$ cat src/rtl/wshb_if.sv
// wshb_if: classic Wishbone bus bundle shared by framebuffer masters and the SDRAM slave.
interface wshb_if #(
    parameter int unsigned DATA_BYTES = 4,
    parameter int unsigned ADDR_WIDTH = 32
) ();

    localparam int unsigned DATA_WIDTH = 8 * DATA_BYTES;

    logic                  cyc;
    logic                  stb;
    logic                  we;
    logic [ADDR_WIDTH-1:0] adr;
    logic [DATA_WIDTH-1:0] dat_ms;
    logic [DATA_WIDTH-1:0] dat_sm;
    logic [DATA_BYTES-1:0] sel;
    logic [2:0]            cti;
    logic [1:0]            bte;
    logic                  ack;
    logic                  err;
    logic                  rty;

    modport master (
        output cyc, stb, we, adr, dat_ms, sel, cti, bte,
        input  dat_sm, ack, err, rty
    );

    modport slave (
        input  cyc, stb, we, adr, dat_ms, sel, cti, bte,
        output dat_sm, ack, err, rty
    );

endinterface

$ cat src/rtl/mire.sv
// mire: Wishbone master that writes a grid test pattern into the framebuffer,
// one 32-bit word per pixel in raster order, yielding the bus between bursts.
// Optional feature macro: MIRE_SCROLL_EN (vertical grid lines scroll one pixel per frame).
module mire #(
    parameter int unsigned HDISP        = 800,
    parameter int unsigned VDISP        = 480,
    parameter int unsigned BURST_LEN    = 64,
    parameter int unsigned PAUSE_CYCLES = 1
) (
    input  logic   sys_clk,
    input  logic   sys_rst_n,
    input  logic   enable,
    wshb_if.master wshb_ifm,
    output logic   frame_done,
    output logic   bus_error
);

    localparam int unsigned XW = (HDISP > 1) ? $clog2(HDISP) : 1;
    localparam int unsigned YW = (VDISP > 1) ? $clog2(VDISP) : 1;
    localparam int unsigned BW = $clog2(BURST_LEN + 1);
    localparam int unsigned PW = $clog2(PAUSE_CYCLES + 1);
    localparam logic [31:0] PIX_ON  = 32'h00FF_FFFF;
    localparam logic [31:0] PIX_OFF = 32'h0000_0000;
    localparam logic [31:0] WORD_BYTES = 32'd4;

    typedef enum logic [1:0] {
        S_IDLE,
        S_WRITE,
        S_PAUSE
    } state_t;

    state_t         state_q, state_d;
    logic [XW-1:0]  x_q, x_d;
    logic [YW-1:0]  y_q, y_d;
    logic [31:0]    adr_q, adr_d;
    logic [31:0]    dat_q, dat_d;
    logic [BW-1:0]  bcnt_q, bcnt_d;
    logic [PW-1:0]  pcnt_q, pcnt_d;
    logic           cyc_q, cyc_d;
    logic           fd_d;
    logic           berr_d;
    logic           last_x, last_y;
    logic [3:0]     col, row;
`ifdef MIRE_SCROLL_EN
    logic [3:0]     off_q, off_d;
`endif
    logic           unused_sigs;

    // rty and read data are not needed: a retried word simply stays presented
    assign unused_sigs = ^{wshb_ifm.rty, wshb_ifm.dat_sm};

    assign wshb_ifm.cyc    = cyc_q;
    assign wshb_ifm.stb    = cyc_q;
    assign wshb_ifm.we     = 1'b1;
    assign wshb_ifm.adr    = adr_q;
    assign wshb_ifm.dat_ms = dat_q;
    assign wshb_ifm.sel    = 4'hF;
    assign wshb_ifm.cti    = 3'b000;
    assign wshb_ifm.bte    = 2'b00;

    // State, position, burst/pause counters and registered bus outputs
    always_ff @(posedge sys_clk or negedge sys_rst_n) begin
        if (!sys_rst_n) begin
            state_q    <= S_IDLE;
            x_q        <= '0;
            y_q        <= '0;
            adr_q      <= '0;
            dat_q      <= PIX_ON;
            bcnt_q     <= '0;
            pcnt_q     <= '0;
            cyc_q      <= 1'b0;
            frame_done <= 1'b0;
            bus_error  <= 1'b0;
`ifdef MIRE_SCROLL_EN
            off_q      <= '0;
`endif
        end else begin
            state_q    <= state_d;
            x_q        <= x_d;
            y_q        <= y_d;
            adr_q      <= adr_d;
            dat_q      <= dat_d;
            bcnt_q     <= bcnt_d;
            pcnt_q     <= pcnt_d;
            cyc_q      <= cyc_d;
            frame_done <= fd_d;
            bus_error  <= berr_d;
`ifdef MIRE_SCROLL_EN
            off_q      <= off_d;
`endif
        end
    end

    // Next state, raster advance on ack/err, and the pattern for the next word
    always_comb begin
        state_d = state_q;
        x_d     = x_q;
        y_d     = y_q;
        adr_d   = adr_q;
        bcnt_d  = bcnt_q;
        pcnt_d  = pcnt_q;
        fd_d    = 1'b0;
        berr_d  = bus_error;
`ifdef MIRE_SCROLL_EN
        off_d   = off_q;
`endif
        last_x  = (x_q == XW'(HDISP - 1));
        last_y  = (y_q == YW'(VDISP - 1));

        case (state_q)
            S_IDLE: begin
                if (enable) begin
                    state_d = S_WRITE;
                end
            end
            S_WRITE: begin
                // err counts as an acknowledge: the word is skipped, the error latched
                if (wshb_ifm.ack || wshb_ifm.err) begin
                    berr_d = bus_error | wshb_ifm.err;
                    if (last_x) begin
                        x_d = '0;
                        if (last_y) begin
                            y_d   = '0;
                            adr_d = '0;
                            fd_d  = 1'b1;
`ifdef MIRE_SCROLL_EN
                            off_d = off_q + 4'd1;
`endif
                        end else begin
                            y_d   = y_q + YW'(1);
                            adr_d = adr_q + WORD_BYTES;
                        end
                    end else begin
                        x_d   = x_q + XW'(1);
                        adr_d = adr_q + WORD_BYTES;
                    end
                    if (bcnt_q == BW'(BURST_LEN - 1)) begin
                        bcnt_d  = '0;
                        pcnt_d  = '0;
                        state_d = S_PAUSE;
                    end else begin
                        bcnt_d = bcnt_q + BW'(1);
                        if (!enable) begin
                            state_d = S_IDLE;
                        end
                    end
                end
            end
            S_PAUSE: begin
                if (pcnt_q == PW'(PAUSE_CYCLES - 1)) begin
                    pcnt_d  = '0;
                    state_d = enable ? S_WRITE : S_IDLE;
                end else begin
                    pcnt_d = pcnt_q + PW'(1);
                end
            end
            default: begin
                state_d = S_IDLE;
            end
        endcase

        cyc_d = (state_d == S_WRITE);

`ifdef MIRE_SCROLL_EN
        col = 4'(x_d) + off_d;
`else
        col = 4'(x_d);
`endif
        row   = 4'(y_d);
        dat_d = ((col == 4'd0) || (row == 4'd0)) ? PIX_ON : PIX_OFF;
    end

endmodule
$ cat src/flat_wrapper.sv
// flat-port wrapper written by rule: the top's interface ports become plain ports
module mire_flat 
#(
    parameter int unsigned HDISP        = 800,
    parameter int unsigned VDISP        = 480,
    parameter int unsigned BURST_LEN    = 64,
    parameter int unsigned PAUSE_CYCLES = 1
)
  (sys_clk, sys_rst_n, enable, frame_done, bus_error, wshb_ifm_cyc, wshb_ifm_stb, wshb_ifm_we, wshb_ifm_adr, wshb_ifm_dat_ms, wshb_ifm_sel, wshb_ifm_cti, wshb_ifm_bte, wshb_ifm_dat_sm, wshb_ifm_ack, wshb_ifm_err, wshb_ifm_rty);
  wshb_if wshb_ifm_i ();
  input  logic sys_clk;
  input  logic sys_rst_n;
  input  logic enable;
  output logic frame_done;
  output logic bus_error;
  output wire logic [$bits(wshb_ifm_i.cyc)-1:0] wshb_ifm_cyc;
  output wire logic [$bits(wshb_ifm_i.stb)-1:0] wshb_ifm_stb;
  output wire logic [$bits(wshb_ifm_i.we)-1:0] wshb_ifm_we;
  output wire logic [$bits(wshb_ifm_i.adr)-1:0] wshb_ifm_adr;
  output wire logic [$bits(wshb_ifm_i.dat_ms)-1:0] wshb_ifm_dat_ms;
  output wire logic [$bits(wshb_ifm_i.sel)-1:0] wshb_ifm_sel;
  output wire logic [$bits(wshb_ifm_i.cti)-1:0] wshb_ifm_cti;
  output wire logic [$bits(wshb_ifm_i.bte)-1:0] wshb_ifm_bte;
  input wire logic [$bits(wshb_ifm_i.dat_sm)-1:0] wshb_ifm_dat_sm;
  input wire logic [$bits(wshb_ifm_i.ack)-1:0] wshb_ifm_ack;
  input wire logic [$bits(wshb_ifm_i.err)-1:0] wshb_ifm_err;
  input wire logic [$bits(wshb_ifm_i.rty)-1:0] wshb_ifm_rty;
  assign wshb_ifm_cyc = wshb_ifm_i.cyc;
  assign wshb_ifm_stb = wshb_ifm_i.stb;
  assign wshb_ifm_we = wshb_ifm_i.we;
  assign wshb_ifm_adr = wshb_ifm_i.adr;
  assign wshb_ifm_dat_ms = wshb_ifm_i.dat_ms;
  assign wshb_ifm_sel = wshb_ifm_i.sel;
  assign wshb_ifm_cti = wshb_ifm_i.cti;
  assign wshb_ifm_bte = wshb_ifm_i.bte;
  assign wshb_ifm_i.dat_sm = wshb_ifm_dat_sm;
  assign wshb_ifm_i.ack = wshb_ifm_ack;
  assign wshb_ifm_i.err = wshb_ifm_err;
  assign wshb_ifm_i.rty = wshb_ifm_rty;
  mire #(.HDISP(HDISP), .VDISP(VDISP), .BURST_LEN(BURST_LEN), .PAUSE_CYCLES(PAUSE_CYCLES)) u_core (.sys_clk(sys_clk), .sys_rst_n(sys_rst_n), .enable(enable), .wshb_ifm(wshb_ifm_i), .frame_done(frame_done), .bus_error(bus_error));
endmodule
$ cat config.mk
export PLATFORM = sky130hd
export DESIGN_NAME = mire_flat
export DESIGN_NICKNAME = d
export VERILOG_FILES = /design/src/rtl/wshb_if.sv /design/src/rtl/mire.sv /design/src/flat_wrapper.sv
export SDC_FILE = /design/constraint.sdc
export NUM_CORES = 1
export LEC_CHECK = 0
export ABC_AREA = 1
export CAP_MARGIN = 5
export CORE_AREA = 2 2 101 83
export CTS_BUF_LIST = sky130_fd_sc_hd__clkbuf_4
export DETAILED_ROUTE_END_ITERATION = 16
export DIE_AREA = 0 0 103 85
export GPL_TIMING_DRIVEN = 0
export MAX_ROUTING_LAYER = met4
export PLACE_DENSITY = 0.87
export SETUP_SLACK_MARGIN = 0.15
export SYNTH_ARGS = -nofsm -noshare
export SYNTH_HDL_FRONTEND = slang
export SYNTH_SLANG_ARGS = --single-unit
export TNS_END_PERCENT = 20
$ cat constraint.sdc
create_clock -name sys_clk -period 3.2 [get_ports sys_clk]
set_input_delay 0.32 -clock sys_clk [delete_from_list [all_inputs] [get_ports sys_clk]]
set_output_delay 0.32 -clock sys_clk [all_outputs]
set_load 0.005 [all_outputs]
# --- After elaboration in Yosys (flattened, before gate mapping) ---
# Index checks and enable logic that the tools add are counted.
totals:
  elab_cells: 61
  ram_bits: 0
  ff_bits: 88
  mem_bits_ro: 0
  inputBits: 38
  latchBits: 0
  mem_count: 0
op_classes:
  n_reduce_logical: 9
  mul: 0
  add_sub_neg: 5
  n_div: 0
  n_lt_le_gt_ge: 0
  bitwise: 1
  shifts: 0
  n_eq_ne: 8
  mux: 26
ops:
  columns: ["operator", "n"]
  rows:
  - ["$mux W32", 2]
  - ["$add A32 B3 Y32 const B", 1]
  - ["$mux W24", 1]
  - ["$mux W4", 5]
  - ["$add A10 B1 Y10 const B", 1]
  - ["$eq A10 B10 Y1 const B", 1]
  - ["$mux W10", 1]
  - ["$mux W2", 5]
  - ["$add A9 B1 Y9 const B", 1]
  - ["$eq A9 B9 Y1 const B", 1]
  - ["$mux W9", 1]
  - ["$logic_not A4 Y1", 2]
  - ["$mux W1", 8]
  - ["$add A7 B1 Y7 const B", 1]
  - ["$eq A7 B6 Y1 const B", 1]
  - ["$mux W7", 1]
  - ["$pmux W2 S3", 1]
  - ["$reduce_and A3 Y1", 2]
  - ["$eq A2 B1 Y1 const B", 2]
  - ["$ne A2 B1 Y1 const B", 2]
  - ["$eq A2 B2 Y1 const B", 1]
  - ["$logic_not A2 Y1", 1]
  - ["$logic_or A1 B1 Y1", 2]
  - ["$pmux W1 S2", 1]
  - ["4 further kinds", 4]

# --- Logic depth before layout (Yosys ltp) ---
# Gate-level depths: netlist of the first run.
logic_depth:
  word_depth: 8
  depth_mapped: 11
  depth_no_buf: 11

# --- Least setup slack after synthesis of the first run ---
# OpenSTA, ideal clock, no wires.
synth_timing:
  path_type: "register to register"
  startpoint: "register u_core.x_q[0]"
  endpoint: "register u_core.adr_q[9], in the netlist u_core.wshb_ifm.adr[9]"
  arrival_time_ns: 1.371
  path_buffers: 0
  stages_incl_launch_ff: 9
  setup_time_ns: 0.123
  required_time_ns: 3.077
  path_slack_ns: 1.706
  cell_sequence: "dfrtp_1 > ha_1 > nand2_2 > nor2_4 > nand3_2 > nor2_1 > nand2_1 > inv_2 > nor3b_1"
synth_via:
  elab_chain_cells: 2
synth_lines:
  columns: ["element", "line_no", "source"]
  rows:
  - ["from (decl)", "mire.sv:33", "logic [XW-1:0] x_q, x_d;"]
  - ["from (signal assigned)", "mire.sv:65", "x_q <= '0;"]
  - ["from (signal assigned)", "mire.sv:79", "x_q <= x_d;"]
  - ["$eq A10 B10 Y1", "mire.sv:107", "last_x = (x_q == XW'(HDISP - 1));"]
  - ["$mux W32", "mire.sv:120", "if (last_x) begin"]
  - ["to (signal assigned)", "mire.sv:81", "adr_q <= adr_d;"]
  - ["to (decl)", "mire.sv:35", "logic [31:0] adr_q, adr_d;"]
# No other way between the ends.
# A chain may end at the register's enable or synchronous reset.

# --- Worst setup path in the final report of the first run ---
layout_timing:
  startpoint: "register u_core.dat_q[22], in the netlist u_core.wshb_ifm.dat_ms[22]"
  endpoint: "output wshb_ifm_dat_ms[22]"
layout_lines:
  columns: ["element", "line_no", "source"]
  rows:
  - ["from (decl)", "mire.sv:36", "logic [31:0] dat_q, dat_d;"]
  - ["from (signal assigned)", "mire.sv:82", "dat_q <= dat_d;"]
  - ["to (decl)", "flat_wrapper.sv:20", "output wire logic [$bits(wshb_ifm_i.dat_ms)-1:0] wshb_ifm_dat_ms;"]
# No word-level cell between the ends.

==> results of run 1 <==
## where the power goes
| group | switching (uW) | internal (uW) |
|---|---|---|
| clock network | 283 | 341 |
| registers | 203 | 932 |
| logic | 481 | 583 |
## per-stage QoR
step / TNS [ns] / cells / util / setup slack (ns)
2_1_floorplan: 0 / 559 / - / 1.71
3_3_place_gp: -11.29 / 729 / 0.624 / -0.189
4_1_cts: 0 / 747 / 0.648 / 1.01
3_5_place_dp: 0 / 730 / 0.626 / 1.26
5_1_grt: 0 / 747 / 0.648 / 0.929
6_report: 0 / 747 / 0.648 / 1.04
## synthesized netlist by cell type, drive strengths merged, types with 2 or more instances
library cell	count
xnor2	2
o21ai	14
nand3	43
nor3b	4
nand2	125
nand3b	2
dfrtp	61
nor2	102
nor3	12
inv	76
o21bai	2
conb	2
xor2	9
o22ai	2
a21oi	8
buf	48
ha	4
nand4	19
## cell type report
cell class	instances	area, sq um
Multi-Input combinational cell	373	1890
Fill cell	675	2730
Sequential cell	62	1550
Inverter	76	285
Clock buffer	12	90.1
Tap cell	108	135
Buffer	48	357
Clock inverter	4	71.3
Timing Repair Buffer	64	646
## state kept, by name (all words and copies together) (netlist names)
signal	count
u_core.bcnt_q	7
u_core.y_q	9
u_core.state_q	2
u_core.frame_done	1
u_core.wshb_ifm.cyc	1
u_core.x_q	10
u_core.wshb_ifm.dat_ms	1
u_core.bus_error	1
u_core.wshb_ifm.adr	30
## kinds of logic after synthesis
group                    Yosys count  synth area share
other                              2           0.00187
flip-flops                        62             0.386
adder cells (fa/ha/maj)            4            0.0124
XOR/XNOR                          11            0.0240
AND/OR/NAND/NOR                  308             0.374
AO/OA/AOI/OAI                     30            0.0420
buffers and inverters            124             0.160
## what timing repair did
action | CTS | global route
hold buffers | 1 | 0
gates resized for setup | 0 | 0
endpoints found under the hold margin | 27 | 0
## per-layer routing
metal	up-vias	track usage	wire (um)
li1	1828	-	-
met1	1679	0.291	4030
met2	168	0.364	4460
met3	19	0.0651	875
met4	0	0.0670	114
met5	-	-	0
## final timing paths
check | end | slack, ns | cells after the start
max | wshb_ifm_dat_ms[22] | 1.04 | 2
min | u_core.state_q[1] | 0.46 | 1
max reg2reg | u_core.wshb_ifm.adr[9] | 1.32 | 8
min reg2reg | u_core.state_q[1] | 0.46 | 1
max in group asynchronous | u_core.wshb_ifm.adr[26] | 2.07 | 3
min in group asynchronous | u_core.y_q[7] | 0.51 | 2
==> impl_metrics.py, run 1 <==
metrics = {
    "run_status": {
        "status": "complete, no violations",
    },
    "floorplan": {
        "core.rowCount": 29,
        "initial_core_util": 0.518,
        "fp.dieH_um": 85,
        "dieArea_sq_mm": 0.00876,
        "core_area_sq_mm": 0.00776,
        "io_pins": 116,
        "die_w_um": 103,
    },
    "layout": {
        "antenna_cells": 0,
        "nNetsFinal": 676,
        "design_area_sq_mm": 0.00503,
        "syn_to_final_growth_pct": 25.1,
        "drive_above_1_share": 0.177,
        "final_cell_mix": "nand2_1 (114), nor2_1 (82), inv_1 (69)",
        "layout_commonest_cell": "nand2_1",
    },
    "timing": {
        "fmax_mhz": 463,
        "skew_ns": 0.00760,
        "whs_ns": 0.461,
        "fin_crit_ns": 2.16,
        "tightest_slew_ns": 0.699,
        "setup_viol": 0,
        "hold_viol": 0,
        "rsz0062_at_grt": "false",
        "finalCritPeriodShare": 0.675,
        "maxSlewViolCount": 0,
        "slew_headroom": 0.534,
    },
    "logic_synthesis": {
        "ys_types": 38,
        "synth_edf_count": 0,
        "yosys.area.top_type": "dfrtp_1",
        "synth_ff_type": "dfrtp_1",
        "synth_area_sq_mm": 0.00402,
        "synth_area_per_cell_sq_um": 7.43,
        "yosysTopAreaCellShare": 0.380,
        "async_flop_share": 1.00,
        "synth_area_leaders": "dfrtp_1 (38%), nand2_1 (11%), buf_4 (8.2%), nor2_1 (7.7%), inv_1 (6.4%)",
        "synth-seq-cells": 62,
        "synthCells": 541,
        "yosysWarnings": 0,
        "ys_seq_area_frac": 0.386,
    },
    "critical_path": {
        "worst_setup_path_start_kind": "register",
        "critPathBufInv": 2,
        "path_cells": "buf_4 -> clkdlybuf4s50_1",
        "path_delay_family": "flip-flops",
        "crit_fanout": 24,
        "slowest_delay_ns": 0.77,
        "required_ns": 2.88,
        "path_class": "reg2out",
        "crit_path_end_kind": "output pin",
        "startpoint": "u_core.wshb_ifm.dat_ms[22]",
        "worst-endpoint-arrival_ns": 1.84,
        "slowest_stage": "dfstp_2",
        "rr_startpoint": "u_core.x_q[0]",
    },
    "route": {
        "first_pass_iters": 5,
        "drtAntennaViolNets": 0,
        "drc": 0,
        "vias": 3694,
        "drtIter0Drc": 212,
        "detail_route.vias_per_cell": 4.95,
        "wire_per_inst_um": 12.7,
        "drt-total-wl_um": 9470,
    },
    "clock_tree": {
        "ctsLongestPathBuffers": 2,
        "cts_made_buffers": 9,
        "tritoncts": "built",
        "h-tree-depth": 3,
        "cts.sinks": 62,
        "clkTransAtPathRegs_ns": 0.10,
        "root_buffer": "clkbuf_4",
        "cts_setup_buffers": 0,
        "clk_latency_ns": 0.40,
    },
    "global_route": {
        "grt_usage": 0.231,
        "grt_pass1_vias": 3453,
        "grt_pass1_wl_um": 15500,
        "grt_max_degree": 35,
        "grt_overflow": 0,
        "antenna_found_initial": 0,
    },
    "min_path": {
        "min_path_type": "reg2reg",
        "worstHoldStart": "u_core.bcnt_q[6]",
    },
    "pwr": {
        "power_density_mw_per_mm2": 561,
        "p_leak_uw": 0.00256,
        "finalPower_uw": 2820,
        "irDropWorstVdd_uv": 261,
    },
    "flow_run": {
        "maxCapViolCount": 0,
    },
    "placement": {
        "dp_hpwl_um": 7140,
        "gp_congestion": 0.934,
        "port_buffers": 62,
        "placed_cell_area_sq_mm": 0.00486,
    },
}
Power figures use the tool's default switching activity.
==> inputs of run 2 (changes only) <==
Settings changed: CORE_AREA 2 2 101 83 to 2 2 104 86, DIE_AREA 0 0 103 85 to 0 0 106 88, PLACE_DENSITY 0.87 to 0.82.
Clock period 3.2 ns to 2.21 ns, I/O delays scaled along.
==> run 2 against run 1 <==
Effect of this change: worst setup slack got worse by 0.84 ns; largest cell class unchanged; die area rose by 6.5%; utilization fell by 4.6 points; via count fell by 2.4%; critical path depth did not move; critical endpoint is now wshb_ifm_dat_ms[12]; power rose by 39%; largest power group unchanged; flip-flop and latch count did not move; global-route usage fell by 2.6 points; sequential power rose by 45%; highest routed layer unchanged; register-to-register slack got worse by 0.94 ns; clock skew rose by 0.0029 ns.
==> impl_metrics.py, run 2 (synthesis gave the netlist of run 1 again) <==
metrics = {
    "timing": {
        "slew_headroom": 0.475,
        "rsz0062_at_grt": "true",
        "fin_setup_tns_ns": 0,
        "tightest_slew_ns": 0.787,
        "setup_viol": 0,
        "maxSlewViolCount": 0,
        "skew_ns": 0.0105,
        "fin_crit_ns": 2.01,
        "finalCritPeriodShare": 0.911,
        "hold_viol": 0,
        "fmax_mhz": 497,
    },
    "pwr": {
        "clkPwrFrac": 0.197,
        "power_frac_comb": 0.386,
        "netSwitchingFraction": 0.355,
        "switching_power_uw": 1390,
        "finalPower_uw": 3920,
        "pwr-share-seq": 0.417,
        "power_density_mw_per_mm2": 785,
        "p_leak_uw": 0.00253,
        "p_int_uw": 2530,
        "irDropWorstVdd_uv": 358,
    },
    "critical_path": {
        "rr_startpoint": "u_core.x_q[0]",
        "required_ns": 1.99,
        "worst_setup_path_start_kind": "register",
        "crit_fanout": 24,
        "r2r_cells": 8,
        "worst-endpoint-arrival_ns": 1.79,
        "path_class": "reg2out",
        "rrSetupSlack_ns": 0.38,
        "crit_path_end_kind": "output pin",
        "r2r_end": "u_core.wshb_ifm.adr[14]",
    },
    "route": {
        "top_layer": "met4",
        "wire_per_inst_um": 12.0,
        "drtIter0Drc": 213,
        "drc": 0,
        "drt-total-wl_um": 8970,
        "met2_length_um": 4030,
        "dr_wl_met3_um": 677,
        "detail_route.vias_per_cell": 4.81,
        "drtAntennaViolNets": 0,
        "first_pass_iters": 5,
        "vias": 3606,
        "wl_met1_um": 4170,
    },
    "floorplan": {
        "initial_core_util": 0.485,
        "die_w_um": 106,
        "core.rowCount": 30,
        "dieArea_sq_mm": 0.00933,
        "core_area_sq_mm": 0.00830,
        "io_pins": 116,
        "fp.dieH_um": 88,
    },
    "layout": {
        "fin_cells": 750,
        "antenna_cells": 0,
        "largest_register_ffs": 30,
        "syn_to_final_growth_pct": 24.2,
        "layout_commonest_cell": "nand2_1",
        "multi_input_area_sq_mm": 0.00189,
        "drive_above_1_share": 0.174,
        "nNetsFinal": 675,
        "final_cell_mix": "nand2_1 (114), nor2_1 (82), inv_1 (69)",
        "fillers": 746,
        "ff_latch_area_sq_mm": 0.00156,
    },
    "min_path": {
        "hold_depth": 3,
        "worstHoldStart": "enable",
        "min_path_type": "in2reg",
        "min_to": "u_core.wshb_ifm.cyc",
    },
    "global_route": {
        "grt_overflow": 0,
        "grt_pass1_vias": 3159,
        "antenna_found_initial": 0,
        "grt_pass1_wl_um": 14800,
        "grt_max_degree": 63,
        "grt_usage": 0.205,
    },
    "clock_tree": {
        "cts.sinks": 62,
        "cts_setup_buffers": 0,
        "clk_latency_ns": 0.42,
        "cts_made_buffers": 9,
        "clkTransAtPathRegs_ns": 0.11,
        "ctsLongestPathBuffers": 2,
        "root_buffer": "clkbuf_4",
        "h-tree-depth": 3,
        "tritoncts": "built",
    },
    "placement": {
        "numPlacedInstances": 733,
        "gp_congestion": 0.930,
        "port_buffers": 62,
        "dp_hpwl_um": 6770,
    },
    "flow_run": {
        "maxCapViolCount": 0,
    },
    "run_status": {
        "status": "complete, no violations",
    },
}
[run 2: area by class of cell]
cell class                 instances  share of cell area
inverter                          76              0.0571
clock inverter                     7              0.0130
sequential                        62               0.312
multi-input combinational        373               0.379
tap                              112              0.0281
buffer                            48              0.0714
timing repair buffer              63               0.126
clock buffer                       9              0.0135
[run 2: worst max-delay path by stage]
stage	from	end	slack (ns)	depth (start not counted)
after global placement	sys_rst_n	u_core.y_q[8]	-1.13	1
after CTS	u_core.wshb_ifm.dat_ms[22]	wshb_ifm_dat_ms[12]	0.17	2
after global routing	u_core.wshb_ifm.dat_ms[22]	wshb_ifm_dat_ms[11]	0.11	2
final	u_core.wshb_ifm.dat_ms[22]	wshb_ifm_dat_ms[12]	0.20	2
after detailed placement	wshb_ifm_ack	u_core.wshb_ifm.adr[28]	0.39	9
after floorplan	u_core.x_q[0]	u_core.wshb_ifm.adr[9]	0.72	8
[run 2: power groups by stage]
stage | Sequential [uW] | Combinational (uW) | Clock, uW
detailed placement | 1650 | 1520 | 0
finish | 1640 | 1510 | 771
global placement | 1630 | 1470 | 0
CTS | 1640 | 1530 | 791
floorplan | 1600 | 906 | 0
global route | 1680 | 1700 | 835
[run 2: metal layers]
| metal | track usage | vias to the layer above |
|---|---|---|
| li1 | - | 1822 |
| met1 | 0.274 | 1650 |
| met2 | 0.311 | 121 |
| met3 | 0.0565 | 13 |
| met4 | 0.0502 | 0 |
| met5 | - | - |
[run 2: metrics by stage]
stage | hold WS (ns) | setup WS, ns | utilization | cell area (sq um)
finish | 0.370 | 0.197 | 0.602 | 4990
detailed placement | 0.357 | 0.389 | 0.584 | 4850
global placement | 0.414 | -1.13 | 0.585 | 4850
floorplan | -0.0746 | 0.716 | - | 4090
global route | 0.379 | 0.111 | 0.602 | 4990
CTS | 0.364 | 0.166 | 0.602 | 4990
[run 2: repair_timing]
action,4_1_cts,5_1_grt
hold buffers,1,0
hold endpoints to repair,61,0
resized for setup,1,0
setup endpoints to repair,23,23
[run 2: worst max-delay path, cell delays in order (launching register included)]
cell and delay [ns]:
dfstp_4 0.75, buf_4 0.14, clkdlybuf4s50_1 0.50
